<file path="config.mk">
export PLATFORM = sky130hd
export DESIGN_NAME = mem_byte_arbiter
export DESIGN_NICKNAME = d
export VERILOG_FILES = /design/src/rtl/mem_arb_pkg.sv /design/src/rtl/mem_arb_grant.sv /design/src/rtl/mem_byte_arbiter.sv
export SDC_FILE = /design/constraint.sdc
export NUM_CORES = 1
export LEC_CHECK = 0
export BUFFER_PORTS_ARGS = -buffer_cell sky130_fd_sc_hd__clkbuf_2
export CORE_ASPECT_RATIO = 0.75
export CORE_MARGIN = 8
export CORE_UTILIZATION = 40
export CTS_BUF_LIST = sky130_fd_sc_hd__clkbuf_2
export DETAILED_ROUTE_END_ITERATION = 10
export GPL_TIMING_DRIVEN = 0
export PLACE_DENSITY_LB_ADDON = 0.08
export SYNTH_ARGS = -nofsm -noshare
export SYNTH_HDL_FRONTEND = slang
export SYNTH_HIERARCHICAL = 1
export SYNTH_SLANG_ARGS = --single-unit
</file>
<file path="constraint.sdc">
create_clock -name clk -period 4.42 [get_ports clk]
set_input_delay 0.221 -clock clk [delete_from_list [all_inputs] [get_ports clk]]
set_output_delay 0.221 -clock clk [all_outputs]
set_load 0.01 [all_outputs]
</file>
<file path="src/rtl/mem_arb_pkg.sv">
// mem_arb_pkg: shared FSM states, ls_size encodings, requester ids and byte-count helper
package mem_arb_pkg;
    typedef enum logic [1:0] {IDLE, XFER, DONE} state_t;
    typedef enum logic {REQ_IF, REQ_LS} req_id_t;
    localparam logic [1:0] SZ_B = 2'd0;
    localparam logic [1:0] SZ_H = 2'd1;
    localparam logic [1:0] SZ_W = 2'd2;
    function automatic logic [2:0] byte_count(input req_id_t id, input logic [1:0] size);
        return (id == REQ_IF) ? 3'd4 : (size == SZ_B) ? 3'd1 : (size == SZ_H) ? 3'd2 : 3'd4;
    endfunction
endpackage

</file>
<file path="src/rtl/mem_arb_grant.sv">
// mem_arb_grant: picks fetch or load/store when the arbiter is idle
// Ports: clk/rst (sync active-high), if_req/ls_req requests, take = a grant is being accepted
// this cycle, gnt = chosen requester. Macro MEM_ARB_RR_EN selects round-robin with a
// last-served flag (reset to fetch); otherwise load/store has fixed priority.
module mem_arb_grant
    import mem_arb_pkg::*;
(
    input  logic    clk,
    input  logic    rst,
    input  logic    if_req,
    input  logic    ls_req,
    input  logic    take,
    output req_id_t gnt
);
`ifdef MEM_ARB_RR_EN
    req_id_t last_q, last_d;
    always_comb begin
        gnt = (if_req && ls_req) ? ((last_q == REQ_LS) ? REQ_IF : REQ_LS) : (ls_req ? REQ_LS : REQ_IF);
        last_d = take ? gnt : last_q;
    end
    always_ff @(posedge clk) begin
        if (rst) last_q <= REQ_IF;
        else last_q <= last_d;
    end
`else
    logic unused_rr;
    assign unused_rr = ^{clk, rst, take, if_req};
    assign gnt = ls_req ? REQ_LS : REQ_IF;
`endif
endmodule

</file>
<file path="src/rtl/mem_byte_arbiter.sv">
// mem_byte_arbiter: serialises fetch and load/store accesses onto a byte-wide memory
// Ports: clk, rst (sync active-high); fetch side if_req/if_addr -> if_rdata/if_done (4-byte reads);
// load/store side ls_req/ls_we/ls_size/ls_addr/ls_wdata -> ls_rdata/ls_done;
// memory side mem_addr/mem_we/mem_wdata out, mem_rdata in (combinational read).
// Macro MEM_ARB_RR_EN switches arbitration to round-robin (see mem_arb_grant).
module mem_byte_arbiter
    import mem_arb_pkg::*;
#(
    parameter int ADDR_W = 32
) (
    input  logic              clk,
    input  logic              rst,
    input  logic              if_req,
    input  logic [ADDR_W-1:0] if_addr,
    output logic [31:0]       if_rdata,
    output logic              if_done,
    input  logic              ls_req,
    input  logic              ls_we,
    input  logic [1:0]        ls_size,
    input  logic [ADDR_W-1:0] ls_addr,
    input  logic [31:0]       ls_wdata,
    output logic [31:0]       ls_rdata,
    output logic              ls_done,
    output logic [ADDR_W-1:0] mem_addr,
    output logic              mem_we,
    output logic [7:0]        mem_wdata,
    input  logic [7:0]        mem_rdata
);
    state_t            state_q, state_d;
    req_id_t           gnt, owner_q, owner_d;
    logic [ADDR_W-1:0] addr_q, addr_d, mem_addr_q, mem_addr_d;
    logic              we_q, we_d, mem_we_q, mem_we_d;
    logic [2:0]        cnt_q, cnt_d;
    logic [1:0]        idx_q, idx_d;
    logic [31:0]       res_q, res_d, if_rdata_q, if_rdata_d, ls_rdata_q, ls_rdata_d, merged;
    logic [7:0]        mem_wdata_q, mem_wdata_d;
    logic              if_done_q, if_done_d, ls_done_q, ls_done_d, last, take;

    assign take = (state_q == IDLE) && (if_req || ls_req);

    mem_arb_grant u_grant (
        .clk    (clk),
        .rst    (rst),
        .if_req (if_req),
        .ls_req (ls_req),
        .take   (take),
        .gnt    (gnt)
    );

    always_comb begin
        state_d     = state_q;
        owner_d     = owner_q;
        addr_d      = addr_q;
        we_d        = we_q;
        cnt_d       = cnt_q;
        idx_d       = idx_q;
        res_d       = res_q;
        if_rdata_d  = if_rdata_q;
        ls_rdata_d  = ls_rdata_q;
        if_done_d   = 1'b0;
        ls_done_d   = 1'b0;
        mem_addr_d  = '0;
        mem_we_d    = 1'b0;
        mem_wdata_d = 8'h00;
        merged      = res_q | (32'(mem_rdata) << {idx_q, 3'b000});
        last        = {1'b0, idx_q} == cnt_q - 3'd1;
        if (take) begin
            state_d     = XFER;
            owner_d     = gnt;
            addr_d      = (gnt == REQ_LS) ? ls_addr : if_addr;
            we_d        = (gnt == REQ_LS) && ls_we;
            cnt_d       = byte_count(gnt, ls_size);
            idx_d       = 2'd0;
            res_d       = 32'h0;
            mem_addr_d  = addr_d;
            mem_we_d    = we_d;
            mem_wdata_d = we_d ? ls_wdata[7:0] : 8'h00;
        end else if (state_q == XFER) begin
            res_d = we_q ? res_q : merged;
            if (last) begin
                state_d    = DONE;
                if_done_d  = owner_q == REQ_IF;
                ls_done_d  = owner_q == REQ_LS;
                if_rdata_d = (owner_q == REQ_IF) ? merged : if_rdata_q;
                ls_rdata_d = (owner_q == REQ_LS && !we_q) ? merged : ls_rdata_q;
            end else begin
                idx_d       = idx_q + 2'd1;
                mem_addr_d  = addr_q + ADDR_W'(idx_d);
                mem_we_d    = we_q;
                mem_wdata_d = we_q ? ls_wdata[{idx_d, 3'b000} +: 8] : 8'h00;
            end
        end else if (state_q == DONE) begin
            state_d = IDLE;
        end
    end

    always_ff @(posedge clk) begin
        if (rst) begin
            state_q     <= IDLE;
            owner_q     <= REQ_IF;
            addr_q      <= '0;
            we_q        <= 1'b0;
            cnt_q       <= 3'd0;
            idx_q       <= 2'd0;
            res_q       <= 32'h0;
            if_rdata_q  <= 32'h0;
            ls_rdata_q  <= 32'h0;
            if_done_q   <= 1'b0;
            ls_done_q   <= 1'b0;
            mem_addr_q  <= '0;
            mem_we_q    <= 1'b0;
            mem_wdata_q <= 8'h00;
        end else begin
            state_q     <= state_d;
            owner_q     <= owner_d;
            addr_q      <= addr_d;
            we_q        <= we_d;
            cnt_q       <= cnt_d;
            idx_q       <= idx_d;
            res_q       <= res_d;
            if_rdata_q  <= if_rdata_d;
            ls_rdata_q  <= ls_rdata_d;
            if_done_q   <= if_done_d;
            ls_done_q   <= ls_done_d;
            mem_addr_q  <= mem_addr_d;
            mem_we_q    <= mem_we_d;
            mem_wdata_q <= mem_wdata_d;
        end
    end

    // A reset landing mid-store must stop the byte being written in that same cycle.
    assign mem_we    = mem_we_q && !rst;
    assign mem_addr  = mem_addr_q;
    assign mem_wdata = mem_wdata_q;
    assign if_rdata  = if_rdata_q;
    assign ls_rdata  = ls_rdata_q;
    assign if_done   = if_done_q;
    assign ls_done   = ls_done_q;
endmodule
</file>
### Word level (Yosys, flattened, before mapping)

Cells that the tools add are included.

* shift-type cells: 2
* multiplexer cells: 20
* equal/unequal tests: 6
* divide/modulo/power cells: 0
* $lt $le $gt $ge: 0
* multipliers: 0
* bitwise gates (word level): 6
* add/sub/neg operators: 3
* reduce and logical (&&, ||, !) cells: 19

Operators by type and width (number)
* 32-bit two-way mux: 4
* 8-bit two-way mux: 5
* 32-bit by 2-bit adder with 32-bit output: 1
* 32-bit OR: 1
* 32-bit by 6-bit indexed part select with 8-bit output: 1
* 8-bit by 5-bit << shifter with 32-bit output: 1
* 3-bit two-way mux: 3
* 2-bit AND reduction: 4
* 4-bit AND reduction: 2
* 2-bit two-way mux: 3
* 1-bit two-way mux: 5
* 1-bit NOT: 5
* 2-bit by 1-bit equality test with 1-bit output (second input constant): 2
* 1-bit logical AND: 4
* 2-bit zero test: 2
* 4-bit OR reduction: 1
* 2-bit by 3-bit equality test with 1-bit output: 1
* 3-bit != test (second input constant): 1
* 3-bit nonzero test: 1
* 3-bit by 1-bit subtractor with 3-bit output (second input constant): 1
* 2-bit by 1-bit adder with 2-bit output (second input constant): 1
* 2-bit equality test (second input constant): 1
* 1-bit zero test: 2
* 2-bit != test (second input constant): 1
* other kinds (3): 3

* register bits: 180
* RAM bits: 0
* bits in latches: 0
* memories: 0
* word-level logic and storage cells: 71
* memory bits (read-only): 0
* output and inout bits: 107

### Depth between registers and ports, before layout

Gate-level depths: netlist (run 1).

* depth in word-level cells: 6
* gate-level depth with buffers: 11
* depth with buffers taken out: 10

### Cells and area by module

Netlist (run 1), hierarchy kept.

By module, submodules not included
* mem_byte_arbiter: instances 1, cells an instance 767, area an instance 7365.8 um^2
* mem_arb_grant: instances 1, cells an instance 1, area an instance 7.5 um^2

### Worst setup path after synthesis (run 1)

OpenSTA, ideal clock, no wires.

* path type: register -> register
* start point: reg idx_q[1]
* end point: reg mem_addr_q[20] (netlist: mem_addr[20])
* stages on the path, launching flop included: 11
* library setup time: 130 ps
* path slack: 1701 ps
* data arrival time: 2588 ps
* clock period less this slack: 2719 ps
* cells stage by stage: dfxtp_1 buf_6 buf_2 nor2_1 nor2_1 fa_1 nand4b_1 nor4_1 nand3_1 xor2_1 o22ai_1

* cells in the longest elaborated chain, start to end: 5

Ends and longest elaborated chain
* start, declared: RTL line mem_byte_arbiter.sv:34 `logic [1:0] idx_q, idx_d;`
* start signal, assigned: RTL line mem_byte_arbiter.sv:119 `idx_q <= idx_d;`
* 2-bit by 1-bit adder with 2-bit output: RTL line mem_byte_arbiter.sv:87 `idx_d = idx_q + 2'd1;`
* 32-bit by 2-bit adder with 32-bit output: RTL line mem_byte_arbiter.sv:88 `mem_addr_d = addr_q + ADDR_W'(idx_d);`
* 32-bit two-way mux *: RTL line mem_byte_arbiter.sv:80 `if (last) begin`
* 32-bit two-way mux *: RTL line mem_byte_arbiter.sv:78 `end else if (state_q == XFER) begin`
* 32-bit two-way mux *: RTL line mem_byte_arbiter.sv:67 `if (take) begin`
* end signal, assigned: RTL line mem_byte_arbiter.sv:125 `mem_addr_q <= mem_addr_d;`
* end, declared: RTL line mem_byte_arbiter.sv:31 `logic [ADDR_W-1:0] addr_q, addr_d, mem_addr_q, mem_addr_d;`

Mark *: on every way between the ends. The rest lies on a longest branch, timed or not.
A chain may end at the register's enable or synchronous reset.

### Worst setup path in the final report (run 1)

* start point: reg idx_q[1]
* end point: reg mem_addr_q[18] (netlist: mem_addr[18])

Same word-level chain as after synthesis.

==> results.md, run 1 <==
- Minimum clock period: 4060 ps
- Critical path startpoint category: flop
- Cell Count, Final, Fillers Out: 1359
- CTS tree: built
- Outcome: finished clean
- Worst VDD drop: 0.180 mV
- Setup TNS: 0 ps
- Share of synthesized registers carrying an async set or reset: 0%
- Clk Latency, worst-skew pair: 750 ps
- Syn Inst Count: 768
- Worst-margin pin slew: 849 ps
- Hold buffer count at cts: 102
- Total Power: 2.98 mW
- Count leader, synth: dfxtp_1
- FP Rows: 43
- Final WS setup: 359 ps
- DR vias: 6877
- Core ar.: 18300 um^2
- Routed Antenna Nets: 0
- GRT Total Usage: 20.8%
- Final Hold Fails: 0
- Sequential share of the synthesized area: 48.9%
- Area of the mapped netlist: 7370 um^2
- Post-synth EDFFs: 0
- GPL Wtd Cong: 0.841
- Max Cap Viol: 0
- DIE AREA: 23100 um^2
- Hpwl dp: 17600 um
- Clock buffer depth: 2
- Drt wl/cell: 17.8 um
- First-pass GRT wire length: 38800 um
- Final Util: 54.4%
- Final worst-path cycle share: 91.9%
- Final Max Tran Viols: 0
- Leak: 4.02 nW
- Die height: 134 um
- Initial DRC Count: 408
- Worst min path class: in2reg
- Grt ovf: 0
- Slew headroom: 43.2%
- Placed Cells: 1224
- Skew final: 52.7 ps
- H-tree levels: 4
- Setup violators final: 0
- Count of cell types in the netlist: 41
- Area Overhead vs Synth: 34.9%
- Setup Buffers After CTS: 0
- Worst Hold Slack: 299 ps
- Top cells by area, synth: dfxtp_1 (49%), nor2_1 (7.1%), a211oi_1 (6.1%)
- Routed vias/inst: 5.06
- Top cell type's share of synthesized area: 48.9%
- Drt drc: 0
- Placed Area: 8730 um^2
- Fmax: 246 MHz
- Post-Syn Nets: 883
- Initial antenna violation count: 1
- Critical Path End Type: flop
- Die width: 173 um
- Synth top cells by count: dfxtp_1 (180), nor2_1 (139), a21oi_1 (70)
- Routed wire length: 24100 um
- Drt pass-1 iters: 5
- PD cells: 299 nW/um^2
- Synth Warn #: 6
- Port bufs: 209
- Vias in the first global route: 6999
- Synth area leader: dfxtp_1
- Flops & latches, synth: 180
- I/O pin cnt: 218
- CP Data Arrival Time: 4720 ps
- CTS sink count: 180
- Root Driver: clkbuf_2
- Final nets: 1213
- Post-CTS Resized: 0
- CTS buffer count: 17
- Crit path max fanout: 10
- Clock slew at reported path FFs: 290 ps
- Post-Syn Area per Cell: 9.60 um^2
- WS Path Type: reg2reg
- CP required: 5080 ps
- Dominant synthesized flop cell: dfxtp_1
- RSZ-0062 raised after global routing: no
- Largest net degree at the start of global routing: 17
- Fin area: 9950 um^2
- DP Worst Slack: 947 ps
- Share of cells above drive strength 1: 28.4%
- Starting Density: 40.3%
path summary, 6_finish.rpt:
path,depth (start not counted),from,end,slack (ps)
setup / recovery,11,idx_q[1],mem_addr[18],360
hold / removal,4,ls_addr[23],addr_q[23],300
setup reg to reg,11,idx_q[1],mem_addr[18],360
hold reg to reg,2,res_q[4],res_q[4],500
report_power, final:
part | internal, mW | switching (mW)
Clock | 0.161 | 0.605
Combinational | 0.224 | 0.246
Sequential | 1.69 | 0.0469
Total | 2.08 | 0.899
sequential cells by signal (all words and copies together) (netlist names):
signal,flops
res_q,32
ls_rdata,32
state_q,2
cnt_q,3
mem_we_q,1
if_done,1
if_rdata,32
idx_q,2
addr_q,32
we_q,1
owner_q,1
mem_wdata,8
ls_done,1
mem_addr,32
logic make-up (layout without fill, tap and decap cells):
family | after synthesis | after routing | share of synthesized area (%)
multiplexers | 40 | 40 | 6.79
AND/OR/NAND/NOR | 221 | 221 | 13.5
buffers and inverters | 77 | 420 | 5.55
adder cells (fa/ha/maj) | 4 | 4 | 0.781
other | 0 | 1 | 0
flip-flops | 180 | 180 | 48.9
AO/OA/AOI/OAI | 212 | 212 | 20.5
XOR/XNOR | 34 | 34 | 4.04
metal layers:
metal  global-route usage (%)  wire length, um  vias to the layer above
met2                     31.1            10100                      205
met4                     5.35              281                        0
met1                     29.6            12400                     3244
met5                        0                0                        -
met3                     4.98             1320                       20
li1                         -                -                     3408
placed cells by master (no fill, tap or decap), types with 26 or more instances in the layout:
master	synthesis	layout
a211oi_1	60	60
dlygate4sd3_1	0	102
mux2i_1	32	32
nor2_1	139	139
a21oi_1	70	70
xor2_1	26	26
clkbuf_1	30	30
clkbuf_2	8	236
dfxtp_1	180	180
a211oi_2	29	29
o22ai_1	31	31
area by class of cell:
cell class                 instances  area, um^2
antenna                            1        2.50
sequential                       180        3600
inverter                           8        30.0
tap                              247         309
clock buffer                      19        95.1
clock inverter                    13        98.8
multi-input combinational        511        3360
fill                            1768        8350
timing repair buffer             311        2070
buffer                            69         379
worst max-delay path, stage by stage (launching register included):
cell,delay [ps]
dfxtp_1,360
buf_6,140
buf_2,230
nor2_1,580
nor2_1,180
fa_1,510
nand4b_1,350
nor4_1,640
nand3_1,190
xor2_1,160
o22ai_1,80
dlygate4sd3_1,570
Power figures use the tool's default switching activity.
==> run 2: changes to the inputs <==
- BUFFER_PORTS_ARGS: -buffer_cell sky130_fd_sc_hd__clkbuf_2 -> not set
- CORE_UTILIZATION: 40 -> 45
- DONT_BUFFER_PORTS: not set -> 1
==> run 2 against run 1 <==
Worst setup slack improved by 45 ps; highest routed layer unchanged; register-to-register slack improved by 50 ps; first-iteration DRC count increased by 29%.
==> results.md, run 2 (synthesized netlist as in run 1, its figures left out) <==
- Flop pwr share: 57.1%
- Drt wl/cell: 20.6 um
- Max Cap Viol: 0
- Final WS setup: 404 ps
- Initial antenna violation count: 0
- Clk pwr share: 30.3%
- Net Switching: 0.922 mW
- Critical path startpoint category: flop
- DIE AREA: 20800 um^2
- CTS buffer count: 17
- GPL Wtd Cong: 0.850
- Fmax: 249 MHz
- Leak: 3.18 nW
- Crit path buf inv count: 3
- Most Frequent Cell on Critical Path: nor2_1
- CP Data Arrival Time: 4710 ps
- R2R Path Start: idx_q[1]
- Clock slew at reported path FFs: 290 ps
- Final worst-path cycle share: 90.9%
- Clock buffer depth: 2
- Routed vias/inst: 5.66
- Initial DRC Count: 525
- Worst VDD drop: 0.174 mV
- Routed Antenna Nets: 0
- CP required: 5110 ps
- Critical Path End Type: flop
- Outcome: finished clean
- Internal power: 2.17 mW
- CTS sink count: 180
- Crit. Startpoint: idx_q[1]
- DR vias: 6341
- Worst min path class: in2reg
- WS Path Type: reg2reg
- Core ar.: 16000 um^2
- Crit path max fanout: 10
- PD cells: 343 nW/um^2
- Drt drc: 0
- Vias in the first global route: 6357
- Worst Hold Slack: 123 ps
- CTS tree: built
- H-tree levels: 4
- Critical Path Max Stage Delay: 650 ps
- Skew final: 41.5 ps
- Net Sw Frac: 29.8%
- Final nets: 1011
- Starting Density: 46.0%
- Worst hold start: ls_req
- I/O pin cnt: 218
- Minimum clock period: 4020 ps
- Hpwl dp: 16900 um
- GRT Total Usage: 21.5%
- First-pass GRT wire length: 35200 um
- Largest net degree at the start of global routing: 19
- Final Hold Fails: 0
- Most common cell after layout, fill and taps aside: dfxtp_1
- Final Max Tran Viols: 0
- Grt ovf: 0
- DP Worst Slack: 1040 ps
- Clk Latency, worst-skew pair: 760 ps
- Drt pass-1 iters: 8
- Cell Chain, Critical Path: buf_6 -> buf_2 -> nor2_1 -> nor2_1 -> fa_1 -> nand4b_1 -> nor4_1 -> nand3_1 -> xor2_1 -> o22ai_1 -> dlygate4sd3_1
- Routed wire length: 23100 um
- Root Driver: clkbuf_2
- Setup violators final: 0
- Total Power: 3.09 mW
- Setup TNS: 0 ps
- Port bufs: 0
- Share of cells above drive strength 1: 11.9%
- Slowest-stage cell, CP: nor4_1
- Most frequent cells in the layout: dfxtp_1 (180), nor2_1 (139), dlygate4sd3_1 (109), a21oi_1 (70), a211oi_1 (60)
- FP Rows: 40
- Slew headroom: 41.6%
- Die width: 164 um
- Combinational power share: 12.6%
- Die height: 127 um
- Area Overhead vs Synth: 22.2%
- Crit path max-delay family: simple AND/OR/NAND/NOR gates
- Worst-margin pin slew: 869 ps
- RSZ-0062 raised after global routing: no
- Layout fillers: 1466
-- run 2: cell count changes in the layout (fill, tap and decap cells not counted), sizes merged --
cell / previous run / this run
clkbuf: 266 / 55
inv: 13 / 14
clkinvlp: 1 / 3
clkinv: 7 / 4
bufinv: 0 / 2
dlygate4sd3: 102 / 109
-- run 2: path summary, 6_finish.rpt --
check                 end  slack (ps)  cells after the start
min             res_q[21]         120                      4
max          mem_addr[18]         400                     11
min reg2reg    addr_q[31]         510                      2
max reg2reg  mem_addr[18]         400                     11
-- run 2: layer usage --
| metal | routed length (um) | global-route usage (%) | vias up | part of all wire, % |
|---|---|---|---|---|
| met5 | 0 | 0 | - | 0 |
| met4 | 271 | 5.17 | 0 | 1.2 |
| met3 | 2340 | 7.66 | 24 | 10 |
| met2 | 10100 | 33.0 | 272 | 44 |
| met1 | 10400 | 28.3 | 3048 | 45 |
| li1 | - | - | 2997 | - |
-- run 2: repair_timing --
item / in CTS / in global routing
setup buffers: 0 / 0
hold endpoints to repair: 163 / 0
hold buffers: 109 / 0
gates resized for setup: 0 / 0
-- run 2: power groups by stage --
| stage | sequential (mW) | clock, mW | combinational (mW) |
|---|---|---|---|
| floorplan | 1.78 | 0 | 0.219 |
| global placement | 1.79 | 0 | 0.287 |
| detailed placement | 1.79 | 0 | 0.294 |
| CTS | 1.76 | 0.956 | 0.385 |
| global route | 1.77 | 1.02 | 0.425 |
| finish | 1.76 | 0.937 | 0.390 |
-- run 2: area by class of cell --
type                    instances  area, um^2  share of cell area, %
diodes                          1        2.50                 0.0278
plain buffers                  69         379                   4.21
clock buffers                  17        85.1                  0.944
clock inverters                15         195                   2.17
inverters                       8        30.0                  0.333
multi-input cells             511        3360                   37.3
flip-flops and latches        180        3600                   40.0
well taps                     210         263                   2.92
repair buffers                109        1090                   12.1
-- run 2: tightest hold or removal path, delay by kind of cell --
| kind | cells | cell delay [ps] |
|---|---|---|
| compound gates | 1 | 130 |
| buf+inv | 1 | 320 |
| simple gates | 2 | 190 |
-- run 2: per-stage QoR --
stage	utilization, %	instances	area, um^2
2_1_floorplan	-	768	7370
3_3_place_gp	47.7	978	7640
3_5_place_dp	47.7	978	7640
4_1_cts	56.2	1119	9010
5_1_grt	56.2	1119	9010
6_report	56.3	1120	9010
